[src/rtl/pip_cdu_count_arbiter.sv]
// Serialises per-counter plus/minus pulse requests from the PIPA/CDU/optics block into one counter-increment request.
// Latency: input rising edge at cycle n, pending count at n+1, cnt_req at n+2 when idle; the next request comes 2 cycles after an ack at the earliest.
// Backpressure: while cnt_ack is low the request and its address stay frozen and new edges keep queueing; a full queue sets sticky ovf.
// Optional build macro CNT_ROUND_ROBIN_EN: rotating search start after each acked counter (default: fixed priority, index 0 first).
module pip_cdu_count_arbiter #(
    parameter int                NCNT      = 8,
    parameter int                PEND_W    = 2,
    parameter int                ADDR_W    = 12,
    parameter logic [ADDR_W-1:0] BASE_ADDR = 12'o32
) (
    input  logic              clk,
    input  logic              rst,
    input  logic              GOJAM,
    input  logic [NCNT-1:0]   inc_p,
    input  logic [NCNT-1:0]   inc_m,
    output logic              cnt_req,
    output logic [ADDR_W-1:0] cnt_addr,
    output logic              cnt_minus,
    input  logic              cnt_ack,
    output logic [NCNT-1:0]   ovf,
    input  logic              ovf_clr
);

    localparam int                IDX_W = (NCNT > 1) ? $clog2(NCNT) : 1;
    localparam logic [PEND_W-1:0] PMAX  = '1;

    typedef enum logic {
        ST_IDLE = 1'b0,
        ST_REQ  = 1'b1
    } state_t;

    // Registered state
    state_t                       state_q, state_d;
    logic [NCNT-1:0]              inc_p_q, inc_p_d;
    logic [NCNT-1:0]              inc_m_q, inc_m_d;
    logic [NCNT-1:0][PEND_W-1:0]  pcnt_q, pcnt_d;
    logic [NCNT-1:0][PEND_W-1:0]  mcnt_q, mcnt_d;
    logic [NCNT-1:0]              ovf_q, ovf_d;
    logic [IDX_W-1:0]             sel_q, sel_d;
    logic [ADDR_W-1:0]            cnt_addr_q, cnt_addr_d;
    logic                         cnt_minus_q, cnt_minus_d;

    // Combinational helpers
    logic                         req_act;
    logic                         take;
    logic [NCNT-1:0]              edge_p, edge_m;
    logic [NCNT-1:0]              locked;
    logic [NCNT-1:0]              cancel;
    logic [NCNT-1:0]              dec_p, dec_m;
    logic [NCNT-1:0]              ovf_set;
    logic [NCNT-1:0][PEND_W-1:0]  peff, meff;
    logic [IDX_W-1:0]             srch_start;
    logic [IDX_W-1:0]             cand;
    logic                         sel_vld;
    logic [IDX_W-1:0]             sel_idx;
    logic                         sel_minus;

    assign req_act   = (state_q == ST_REQ);
    assign cnt_req   = req_act;
    assign cnt_addr  = cnt_addr_q;
    assign cnt_minus = cnt_minus_q;
    assign ovf       = ovf_q;

`ifdef CNT_ROUND_ROBIN_EN
    logic [IDX_W-1:0] rr_ptr_q, rr_ptr_d;

    // Search start moves to the counter after the one just acknowledged
    always_comb begin
        rr_ptr_d = rr_ptr_q;
        if (GOJAM) begin
            rr_ptr_d = '0;
        end else if (take) begin
            rr_ptr_d = (sel_q == IDX_W'(NCNT - 1)) ? '0 : sel_q + IDX_W'(1);
        end
    end

    // Round-robin pointer register
    always_ff @(posedge clk or negedge rst) begin
        if (!rst) begin
            rr_ptr_q <= '0;
        end else begin
            rr_ptr_q <= rr_ptr_d;
        end
    end

    assign srch_start = rr_ptr_q;
`else
    assign srch_start = '0;
`endif

    // Edge detect, lock mask, plus/minus cancellation and decrement sources
    always_comb begin
        take   = req_act & cnt_ack & ~GOJAM;
        edge_p = inc_p & ~inc_p_q;
        edge_m = inc_m & ~inc_m_q;
        locked = '0;
        cancel = '0;
        dec_p  = '0;
        dec_m  = '0;
        peff   = pcnt_q;
        meff   = mcnt_q;
        for (int i = 0; i < NCNT; i++) begin
            locked[i] = req_act && (sel_q == IDX_W'(i));
            // A plus and a minus on the same counter annihilate, unless the
            // counter is currently presented to the sequencer.
            cancel[i] = (pcnt_q[i] != '0) && (mcnt_q[i] != '0) && !locked[i];
            peff[i]   = pcnt_q[i] - PEND_W'(cancel[i]);
            meff[i]   = mcnt_q[i] - PEND_W'(cancel[i]);
            dec_p[i]  = cancel[i] | (take & locked[i] & ~cnt_minus_q);
            dec_m[i]  = cancel[i] | (take & locked[i] &  cnt_minus_q);
        end
    end

    // Pick the first counter with surviving work, starting at srch_start
    always_comb begin
        sel_vld   = 1'b0;
        sel_idx   = '0;
        sel_minus = 1'b0;
        cand      = '0;
        for (int k = 0; k < NCNT; k++) begin
            cand = IDX_W'((int'(srch_start) + k) % NCNT);
            if (!sel_vld && ((peff[cand] != '0) || (meff[cand] != '0))) begin
                sel_vld   = 1'b1;
                sel_idx   = cand;
                // Plus wins whenever both directions still have work
                sel_minus = (peff[cand] == '0);
            end
        end
    end

    // Pending count update with saturation, plus sticky overflow flags
    always_comb begin
        pcnt_d  = pcnt_q;
        mcnt_d  = mcnt_q;
        ovf_set = '0;
        inc_p_d = inc_p;
        inc_m_d = inc_m;
        for (int i = 0; i < NCNT; i++) begin
            // An edge and a decrement in the same cycle cancel each other out
            if (edge_p[i] && !dec_p[i]) begin
                if (pcnt_q[i] == PMAX) begin
                    ovf_set[i] = 1'b1;
                end else begin
                    pcnt_d[i] = pcnt_q[i] + PEND_W'(1);
                end
            end else if (!edge_p[i] && dec_p[i]) begin
                pcnt_d[i] = pcnt_q[i] - PEND_W'(1);
            end

            if (edge_m[i] && !dec_m[i]) begin
                if (mcnt_q[i] == PMAX) begin
                    ovf_set[i] = 1'b1;
                end else begin
                    mcnt_d[i] = mcnt_q[i] + PEND_W'(1);
                end
            end else if (!edge_m[i] && dec_m[i]) begin
                mcnt_d[i] = mcnt_q[i] - PEND_W'(1);
            end
        end
        // GOJAM drops all queued work; pulses arriving with it are discarded
        if (GOJAM) begin
            pcnt_d  = '0;
            mcnt_d  = '0;
            ovf_set = '0;
        end
        // A new overflow in the clear cycle must not be lost
        ovf_d = (ovf_q & ~{NCNT{ovf_clr}}) | ovf_set;
    end

    // Request handshake: idle selects and latches, request holds until ack
    always_comb begin
        state_d     = state_q;
        sel_d       = sel_q;
        cnt_addr_d  = cnt_addr_q;
        cnt_minus_d = cnt_minus_q;
        case (state_q)
            ST_IDLE: begin
                if (!GOJAM && sel_vld) begin
                    state_d     = ST_REQ;
                    sel_d       = sel_idx;
                    cnt_addr_d  = BASE_ADDR + ADDR_W'(sel_idx);
                    cnt_minus_d = sel_minus;
                end
            end
            ST_REQ: begin
                // Dropping to idle for the cycle after an ack forms the gap
                if (GOJAM || cnt_ack) begin
                    state_d = ST_IDLE;
                end
            end
            default: begin
                state_d = ST_IDLE;
            end
        endcase
    end

    // State registers
    always_ff @(posedge clk or negedge rst) begin
        if (!rst) begin
            state_q     <= ST_IDLE;
            inc_p_q     <= '0;
            inc_m_q     <= '0;
            pcnt_q      <= '0;
            mcnt_q      <= '0;
            ovf_q       <= '0;
            sel_q       <= '0;
            cnt_addr_q  <= '0;
            cnt_minus_q <= 1'b0;
        end else begin
            state_q     <= state_d;
            inc_p_q     <= inc_p_d;
            inc_m_q     <= inc_m_d;
            pcnt_q      <= pcnt_d;
            mcnt_q      <= mcnt_d;
            ovf_q       <= ovf_d;
            sel_q       <= sel_d;
            cnt_addr_q  <= cnt_addr_d;
            cnt_minus_q <= cnt_minus_d;
        end
    end

endmodule
[config.mk]
export PLATFORM = sky130hd
export DESIGN_NAME = pip_cdu_count_arbiter
export DESIGN_NICKNAME = d
export VERILOG_FILES = /design/src/rtl/pip_cdu_count_arbiter.sv
export SDC_FILE = /design/constraint.sdc
export NUM_CORES = 1
export LEC_CHECK = 0
export ABC_AREA = 1
export CORE_ASPECT_RATIO = 1.75
export CORE_MARGIN = 2
export CORE_UTILIZATION = 41
export CTS_BUF_LIST = sky130_fd_sc_hd__clkbuf_8 sky130_fd_sc_hd__clkbuf_16
export CTS_CLUSTER_DIAMETER = 150
export DETAILED_ROUTE_END_ITERATION = 7
export PLACE_DENSITY = 0.7
export SLEW_MARGIN = 20
export SYNTH_ARGS = -nofsm -noshare
export SYNTH_HDL_FRONTEND = slang
export SYNTH_SLANG_ARGS = --single-unit
[constraint.sdc]
create_clock -name clk -period 3.2 [get_ports clk]
set_input_delay 0.8 -clock clk [delete_from_list [all_inputs] [get_ports clk]]
set_output_delay 0.8 -clock clk [all_outputs]
set_load 0.02 [all_outputs]
==> metrics.md, run 1 <==
| Metric | Value |
|---|---|
| IO Pins | `43` |
| Core box area | `9090 sq um` |
| N_diodes | `0` |
| CTS sink cnt | `65` |
| Final setup fails | `0` |
| Worst EP required | `2.40 ns` |
| Commonest non-fill, non-tap cell in the layout | `nand2_1` |
| Period Utilization, post-route | `75.8%` |
| WS Path Type | `reg2out` |
| Reg area | `1630 sq um` |
| Drt wl/cell | `12.7 um` |
| Cts bufs inserted | `9` |
| Fin. Hold Viols | `0` |
| # Post-CTS Setup Buffers | `0` |
| Launching point of the worst reg2reg path | `cnt_req` |
| Mean area per synthesized cell | `7.23 sq um` |
| Crit start category | `register` |
| Synth Flop Type | `dfrtp_1` |
| Gr ovfl total | `0` |
| Area occupied by multi-input gates | `1820 sq um` |
| Mapped cell area | `3860 sq um` |
| Hold-fix buffers, CTS | `0` |
| Via-to-Cell Ratio | `5.19` |
| Leak Pwr | `2.34 nW` |
| Clock Skew | `0.00429 ns` |
| Area grow syn2layout | `19.2%` |
| EDFF count, synth | `0` |
| Ys async rst share | `100%` |
| Outcome | `finished, final reports clean` |
| Skew-Pair Late Insertion Delay | `0.33 ns` |
| Clock Path Buffers | `2` |
| HPWL Detailed | `6.84 mm` |
| Number of antenna violations at the first check in global routing | `0` |
| Post-Synth XOR/XNOR Area | `2.72%` |
| Adder-Cell Fraction of Synth Area | `0.324%` |
| RSZ-0062 raised after global routing | `no` |
| PortBufs | `36` |
| Fraction of the mapped netlist area in simple logic gates | `31.1%` |
| Max-cap viol count | `0` |
| CTS clk-pin slew, worst paths | `0.05 ns` |
| H-tree depth | `3` |
| Final nets | `596` |
| Largest family of logic cells by synthesized area | `simple AND/OR/NAND/NOR gates` |
| DR vias | `3611` |
| Row count | `46` |
| CP Max Fanout | `11` |
| Mux contribution to synthesized area | `1.56%` |
| Post-Route WL | `8.83 mm` |
| Max incr delay on CP | `0.69 ns` |
| Slew Viols, Final | `0` |
| Full die area | `10200 sq um` |
| DRC | `0` |
| Reg2Reg Setup Slack | `0.99 ns` |
| Synthesized flop and latch total | `65` |
| GP Congestion | `0.887` |
| FILL cells | `913` |
| Worst setup EP type | `primary output` |
| Worst path slowest cell | `clkdlybuf4s50_1` |
| Cell Chain, Critical Path | `clkdlybuf4s50_1` |
| Die Wd | `77.4 um` |
| Pwr dens | `906 nW/um^2` |
| CTS tree | `yes` |
| First-pass GRT wire length | `15.3 mm` |
| Pin count of the biggest net entering global routing | `33` |
| IR drop worst, VDD | `0.423 mV` |
| CP arrival | `1.63 ns` |
| Antenna-violating nets left | `0` |
| Endpoint of the lowest-slack register-to-register path | `cnt_addr[2]` |
| Worst slew margin | `63.4%` |
| Die height | `132 um` |
| Hold Path Class | `in2async` |
| Synth Area in Compound Gates | `11.0%` |
| FF-to-FF path depth | `14` |
| DRT Pass-1 Iters | `6` |
| DRT iter0 DRCs | `203` |
| Layout cells sized above 1 | `6.08%` |
| Starting Density | `42.5%` |
| Minimum clock period after layout | `2.43 ns` |
| Seq/Total Area, Yosys | `42.1%` |
| Worst slew pin tran | `0.548 ns` |
| Fmax | `412 MHz` |
| PostCTS Resize Cnt | `0` |
| Most frequent cells in the layout | `143 x nand2_1, 84 x inv_1, 65 x dfrtp_1, 59 x nand3_1` |
| Overall Global Routing Usage | `18.5%` |
| Design Power | `0.00417 W` |
| Synth cell types | `32` |
| Final TNS setup | `0 ns` |
| Root buf cell | `clkbuf_16` |
| Top delay family on crit path | `buffers and inverters` |
| Vias in the first global route | `3595` |
| Buf/Inv on CP | `1` |
| Post-Synthesis Cells | `534` |
| Yosys warns | `0` |
[layer usage]
layer | global-route usage, % | up-vias | routed length, um
met5 | 0 | - | 0
met4 | 9.92 | 0 | 325
met3 | 3.56 | 21 | 261
met2 | 35.0 | 66 | 4920
met1 | 18.6 | 1714 | 3330
li1 | - | 1810 | -
[worst reg2reg max path, cell delays in order, from the launching register on]
cell	delay, ns
dfrtp_1	0.43
inv_2	0.06
nor2_2	0.18
nand2_1	0.17
nand2_1	0.09
nand2_1	0.08
nand2_1	0.12
inv_2	0.07
nand4_4	0.12
nor2_4	0.06
o21ai_1	0.11
nand2_1	0.16
ha_1	0.33
nand2_1	0.08
nand2_1	0.05
[kinds of logic (layout without fill, tap and decap cells)]
| logic type | count (synthesis) | in the layout |
|---|---|---|
| AND/OR/NAND/NOR | 273 | 273 |
| buffers and inverters | 104 | 141 |
| AO/OA/AOI/OAI | 72 | 72 |
| multiplexers | 6 | 6 |
| adder cells (fa/ha/maj) | 1 | 1 |
| other | 1 | 6 |
| flip-flops | 65 | 65 |
| XOR/XNOR | 12 | 12 |
[where the power goes]
part	internal [W]	leakage, nW	total [W]	switching [W]
Clock	0.000570	0.138	0.000893	0.000322
Sequential	0.00106	0.823	0.00129	0.000234
Combinational	0.000730	1.38	0.00199	0.00126
[through the flow]
step	hold WS [ns]	utilization (%)	area [sq um]	cells	setup slack [ns]
CTS	0.345	50.6	4600	696	0.742
floorplan	0.473	-	3880	539	1.23
global route	0.367	50.6	4600	696	0.642
global placement	0.467	47.6	4330	683	0.625
finish	0.340	50.6	4600	696	0.775
detailed placement	0.465	47.6	4330	683	0.522
[worst max path at each step]
stage          startpoint   endpoint  depth (start not counted)
2_1_floorplan     cnt_ack  mcnt_q[6]                          8
3_3_place_gp      cnt_ack  mcnt_q[0]                         11
3_5_place_dp      cnt_ack  mcnt_q[0]                         11
4_1_cts         cnt_minus  cnt_minus                          1
5_1_grt           cnt_ack  mcnt_q[1]                         11
6_report        cnt_minus  cnt_minus                          1
[sequential cells by signal, indices dropped and copies added, names as in the netlist]
register and cells:
inc_p_q 8, cnt_addr 4, pcnt_q 16, cnt_req 1, inc_m_q 8, cnt_minus 1, sel_q 3, ovf 8
mcnt_q 16
[cell usage after synthesis, types with 2 or more instances]
| library cell | n | share of area [%] |
|---|---|---|
| o21ai_1 | 6 | 0.78 |
| o21ai_0 | 30 | 3.9 |
| inv_1 | 83 | 8.1 |
| nand2_1 | 143 | 14 |
| nor3_1 | 14 | 1.8 |
| nor2_4 | 2 | 0.58 |
| nand2_2 | 6 | 0.97 |
| mux2i_1 | 6 | 1.6 |
| xnor2_1 | 10 | 2.3 |
| nor2_2 | 3 | 0.49 |
| nor2_1 | 35 | 3.4 |
| o21a_1 | 2 | 0.39 |
| o221ai_1 | 8 | 1.8 |
| nand4_1 | 9 | 1.5 |
| a21oi_1 | 8 | 1.0 |
| nand3_1 | 59 | 7.6 |
| xor2_1 | 2 | 0.45 |
| buf_1 | 5 | 0.49 |
| buf_2 | 2 | 0.26 |
| o22ai_1 | 14 | 2.3 |
| inv_2 | 4 | 0.39 |
| dfrtp_1 | 65 | 42 |
| buf_4 | 8 | 1.6 |
| o31ai_1 | 2 | 0.39 |
[area by class of cell]
type	instances	area share, %
multi-input combinational	370	39.6
sequential	65	35.3
timing repair buffer	41	8.81
inverter	87	7.10
clock buffer	12	5.79
tap	120	3.26
clock inverter	1	0.0816
Note: power is estimated with default switching activity, not from simulation.
==> run 2, diff against run 1 <==
PLACE_DENSITY = 0.73   (was 0.7)
clock period = 2.05 ns   (was 3.2 ns; I/O delays follow)
==> metrics.md, run 2 (synthesis results as in run 1) <==
| Metric | Value |
|---|---|
| WS Path Type | `reg2reg` |
| Net Sw Frac | `42.3%` |
| Reg power frac | `26.6%` |
| RSZ-0062 raised after global routing | `yes` |
| Worst EP required | `2.28 ns` |
| Commonest non-fill, non-tap cell in the layout | `nand2_1` |
| DRT Pass-1 Iters | `4` |
| DR vias | `3745` |
| PortBufs | `36` |
| Number of antenna violations at the first check in global routing | `0` |
| Final setup fails | `7` |
| Row count | `46` |
| Worst setup EP type | `register` |
| Layout cells sized above 1 | `15.2%` |
| Pwr dens | `1500 nW/um^2` |
| Pin count of the biggest net entering global routing | `66` |
| Clock network fraction of total power | `21.9%` |
| Highest metal used | `met4` |
| CP arrival | `2.32 ns` |
| Placed inst area | `4510 sq um` |
| Pre-CTS setup slack | `-0.155 ns` |
| Slew Viols, Final | `0` |
| Core box area | `9090 sq um` |
| Overall Global Routing Usage | `19.8%` |
| Routed length on met3 | `341 um` |
| Dpl cells | `704` |
| Die Wd | `77.4 um` |
| Vias in the first global route | `3793` |
| CTS clk-pin slew, worst paths | `0.05 ns` |
| Starting Density | `42.5%` |
| Leak Pwr | `2.53 nW` |
| Via-to-Cell Ratio | `5.16` |
| Post-Route WL | `9.55 mm` |
| DRC | `0` |
| Worst path slowest cell | `dfrtp_1` |
| Hold Path Class | `in2async` |
| H-tree depth | `3` |
| Violated checks | `negative setup slack` |
| CTS sink cnt | `65` |
| Full die area | `10200 sq um` |
| Clock Skew | `0.00678 ns` |
| CP Max Fanout | `4` |
| Skew-Pair Late Insertion Delay | `0.34 ns` |
| Fin worst setup slack | `-0.0455 ns` |
| Gr ovfl total | `0` |
| Comb power frac | `51.6%` |
| Post-Layout Cell Count | `726` |
| Switching power | `0.00318 W` |
| Final nets | `623` |
| IR drop worst, VDD | `0.727 mV` |
| Crit start category | `register` |
| Met2 wire len | `5.34 mm` |
| Cts bufs inserted | `9` |
| GP Congestion | `0.856` |
| Max incr delay on CP | `0.42 ns` |
| Die height | `132 um` |
| Root buf cell | `clkbuf_16` |
| IO Pins | `43` |
| Minimum clock period after layout | `2.10 ns` |
| Area grow syn2layout | `29.6%` |
| Max-cap viol count | `0` |
| Most frequent cells in the layout | `132 x nand2_1, 83 x inv_1, 64 x dfrtp_1, 57 x nand3_1, 35 x clkdlybuf4s50_1` |
| Cell Chain, Critical Path | `inv_2, nor2_4, buf_6, nand2_4, nand2_1, nand2_2, nand2_2, nor2_4, nand4_4, nor2_4, o21ai_2, nand2_2, ha_1, nand2_1, nand2_1` |
| HPWL Detailed | `6.78 mm` |
| Drt wl/cell | `13.2 um` |
| CTS tree | `yes` |
| Internal power | `0.00433 W` |
| Fin. Hold Viols | `0` |
| Clock Path Buffers | `2` |
| Outcome | `finished, violations left` |
| Hold-fix buffers, CTS | `0` |
| First-pass GRT wire length | `16.2 mm` |
| Final instance area | `5000 sq um` |
| Met1 wire length | `3.48 mm` |
| N_diodes | `0` |
| Largest regs | `mcnt_q x16, pcnt_q x16` |
| Antenna-violating nets left | `0` |
| DRT iter0 DRCs | `241` |
| Period Utilization, post-route | `102%` |
| Fmax | `477 MHz` |
-- run 2: cell count changes in the layout (fill, tap and decap cells not counted), moves of 2 or more --
cell      previous run  this run
clkbuf_8             3         5
buf_12               1         3
nor2_4               2         4
nor3_2               0         4
nand3_1             59        57
buf_6                0         3
nor2_2               3         6
nand2_1            143       132
nand2_4              0         2
buf_4                4        26
nand2_2              6        15
nand3_2              1         3
nor2_1              35        30
nor3_1              14        10
-- run 2: what timing repair did --
item | in CTS | in global routing
endpoints found under the setup margin | 3 | 18
hold endpoints to repair | 0 | 0
pin swaps | 6 | 13
gates resized for setup | 10 | 24
setup buffers | 5 | 1
-- run 2: layout make-up --
class                   count  area, sq um
flip-flops and latches     65         1630
well taps                 120          150
clock buffers              14          294
repair buffers             68          644
clock inverters             2         33.8
inverters                  87          327
multi-input cells         370         1930
fillers                   863         4090
-- run 2: worst paths after layout --
| kind | startpoint | to | depth (start not counted) | slack [ns] |
|---|---|---|---|---|
| setup / recovery | cnt_req | cnt_addr[2] | 15 | -0.05 |
| hold / removal | rst | ovf[3] | 2 | 0.17 |
| setup reg to reg | cnt_req | cnt_addr[2] | 15 | -0.05 |
| hold reg to reg | cnt_addr[2] | cnt_addr[2] | 2 | 0.48 |
| max in group asynchronous | rst | sel_q[0] | 2 | 1.55 |
| min in group clk | cnt_addr[2] | cnt_addr[2] | 2 | 0.48 |
-- run 2: power groups by stage --
stage | Combinational [W] | Clock [W] | Sequential, W
floorplan | 0.00239 | 0 | 0.00199
global placement | 0.00331 | 0 | 0.00198
CTS | 0.00363 | 0.00167 | 0.00198
detailed placement | 0.00345 | 0 | 0.00200
global route | 0.00431 | 0.00173 | 0.00206
finish | 0.00387 | 0.00164 | 0.00199
-- run 2: metrics by stage --
stage	util (%)	TNS (ns)	hold WS [ns]	total power, W
floorplan	-	0	0.217	0.00438
global placement	49.6	-1.52	0.468	0.00529
detailed placement	49.6	-3.56	0.471	0.00545
CTS	54.0	0	0.202	0.00729
global route	55.0	-1.20	0.207	0.00809
finish	55.0	-0.195	0.175	0.00750
-- run 2: critical path, delay by kind of cell, from the launching register on --
kind / cells / cell delay [ns]
AO/OA/AOI/OAI: 1 / 0.09
adder cells (fa/ha/maj): 1 / 0.22
buffers and inverters: 2 / 0.22
flip-flops: 1 / 0.42
AND/OR/NAND/NOR: 11 / 1.01
-- run 2: metal layers --
metal	track usage [%]	vias up
li1	-	1862
met1	19.2	1762
met5	0	-
met3	3.15	34
met4	13.1	0
met2	37.2	87
==> patch: new RTL, flow settings as in run 2 <==
Build with the macro `CNT_ROUND_ROBIN_EN` defined.
--- a/src/rtl/pip_cdu_count_arbiter.sv
+++ b/src/rtl/pip_cdu_count_arbiter.sv
@@ -4,2 +4,4 @@
 // Optional build macro CNT_ROUND_ROBIN_EN: rotating search start after each acked counter (default: fixed priority, index 0 first).
+`define CNT_ROUND_ROBIN_EN
+
 module pip_cdu_count_arbiter #(
Formal check against the unedited RTL: same outputs for any inputs over 4 cycles, from zero or initial values and one cycle with rst low; that may be too few to reach the edited logic, so the function may still have changed.
==> patch against run 2 <==
  * The run still ends with setup timing left
  * Power grew 130%
  * Worst setup slack got worse by 1.6 ns
  * Synthesized area rose by 60%
  * Sequential cell count is 3 higher
  * Routed wire length increased to 2.8 times the old value
  * Final area rose by 110%
==> patch: results <==
[logic_synthesis]
asyncSetResetFlopFracSynth_pct = 100.0
syn-instance-count = 980
synth_flop_cell = sky130_fd_sc_hd__dfrtp_1
synth_cell_types = 42
synthTopCellsByArea = sky130_fd_sc_hd__dfrtp_1 (28%), sky130_fd_sc_hd__nand2_1 (18%), sky130_fd_sc_hd__nand3_1 (12%)
seq_area_frac_synth_pct = 27.56
post_synth_most_frequent_cells = sky130_fd_sc_hd__nand2_1 (301), sky130_fd_sc_hd__nand3_1 (146), sky130_fd_sc_hd__inv_1 (144), sky130_fd_sc_hd__dfrtp_1 (68), sky130_fd_sc_hd__o21ai_0 (60)

[cells_and_area]
drive_above_1_share_pct = 44.60
reg.largest.list = mcnt_q x16, pcnt_q x16
num_antenna_cells = 0
layout.filler_cells = 1013
layout.nets = 1302
multi_input_area_um2 = 5031

[worst_setup_path]
regToRegStartpoint = sel_q[1]
startpoint_type = flop
timing.rr.end = sel_q[1]
timing.critical_path.slowest_cell_delay_ns = 0.46
critical_path.slowest_cell = sky130_fd_sc_hd__dfrtp_2
cpLargestDelayFamily = simple AND/OR/NAND/NOR gates
timing.reg2reg.worst_path_depth = 25
cp_num_buf_inv = 6
timing.reg2reg.setup_slack_ns = -1.65
critPathMaxFanout = 5

[place]
placed_area_um2 = 8089
detailed_place_hpwl_um = 16290
preCtsSetupSlack_ns = -1.662
place.port_buffers = 36
routabilityCongestion = 1.005

[timing]
timing.hold.ws_ns = 0.1767
setup_failing_eps_final = 49
finClkSkew_ns = 0.01081
crit_path_setup_slack_layout_ns = -1.650
maxSlewHeadroom_pct = 50.79
timing.setup.tns_ns = -20.98

[drt]
wl_per_cell_um = 18.77
detailedRoute.firstPassIterationCount = 6
post_drt_via_cell_ratio = 5.761
vias = 8313
drt_iter0_markers = 699

[min_path]
worstHoldPathType = input pin to asynchronous set/reset pin

[global_routing]
vias_in_the_first_global_route = 7989
met1_usage_pct = 30.41
globalRouteTotalUtil_pct = 29.54
gr-usage-met3_pct = 4.167
grt_max_degree = 69
global_route.usage.met2_pct = 53.89
grt_pass1_wl_um = 38410

[power_and_ir_drop]
static-leakage-power_nw = 5.107
vdd_drop_max_v = 0.0009074

[cts]
worst_setup_hold_path_clk_slew_ns = 0.07
cts_buffer_depth = 2
insertion_delay_ns = 0.35

[run_status]
run_status = finished with violations
violations = setup timing
## patch: changes by cell type after synthesis, moves of 6 or more
| cell | run 2 | this run |
|---|---|---|
| sky130_fd_sc_hd__o221ai_1 | 8 | 2 |
| sky130_fd_sc_hd__clkbuf_1 | 1 | 8 |
| sky130_fd_sc_hd__nand3_1 | 59 | 146 |
| sky130_fd_sc_hd__mux2i_1 | 6 | 0 |
| sky130_fd_sc_hd__ha_1 | 1 | 26 |
| sky130_fd_sc_hd__xnor2_1 | 10 | 1 |
| sky130_fd_sc_hd__nor2_1 | 35 | 56 |
| sky130_fd_sc_hd__nand2_1 | 143 | 301 |
| sky130_fd_sc_hd__nor3_1 | 14 | 30 |
| sky130_fd_sc_hd__inv_1 | 83 | 144 |
| sky130_fd_sc_hd__o21ai_0 | 30 | 60 |
| sky130_fd_sc_hd__o211ai_1 | 0 | 18 |
| sky130_fd_sc_hd__nand3_2 | 1 | 8 |
## patch: power breakdown
part / internal [W] / total, W / switching, W / leakage [nW]
Combinational: 0.00600 / 0.0138 / 0.00783 / 4.09
Sequential: 0.00171 / 0.00198 / 0.000268 / 0.861
Clock: 0.00101 / 0.00169 / 0.000681 / 0.152
## patch: cell families (layout without fill, tap and decap cells)
family	Yosys count	in the layout	synth area share (%)
buffers and inverters	185	460	12.97
DFF	68	68	27.56
other	1	6	0.06074
AOI/OAI and AO/OA	121	121	11.33
adders and majority gates	26	26	5.270
xor gates and xnor gates	11	11	2.290
and+or+nand+nor	568	568	40.51
## patch: routing by layer
layer  wire length [um]  share of wire [%]  up-vias
met3               1806                6.7      213
met1               9162                 34     3853
met5                  0                  0        -
li1                   -                  -     3730
met2              13680                 51      517
met4               2437                9.0        0
## patch: area by class of cell
| class | instances | area share (%) |
|---|---|---|
| Sequential cell | 68 | 16.41 |
| Multi-Input combinational cell | 732 | 48.45 |
| Inverter | 150 | 5.759 |
| Clock buffer | 11 | 2.434 |
| Timing Repair Buffer | 294 | 24.17 |
| Clock inverter | 5 | 0.5783 |
| Tap cell | 183 | 2.205 |
## patch: worst max path at each step
stage / slack (ns) / cells after the start / endpoint
after CTS: -1.39 / 25 / cnt_addr[2]
final: -1.65 / 25 / sel_q[1]
after detailed placement: -1.66 / 26 / cnt_addr[2]
after global placement: -1.56 / 26 / cnt_addr[2]
after global routing: -1.88 / 25 / sel_q[2]
after floorplan: -0.99 / 22 / cnt_addr[2]
## patch: what timing repair did
action,CTS,global route
endpoints found under the setup margin,44,50
cloned,0,1
hold endpoints to repair,0,0
pin swaps,87,104
resized for setup,185,190
setup buffers,60,24
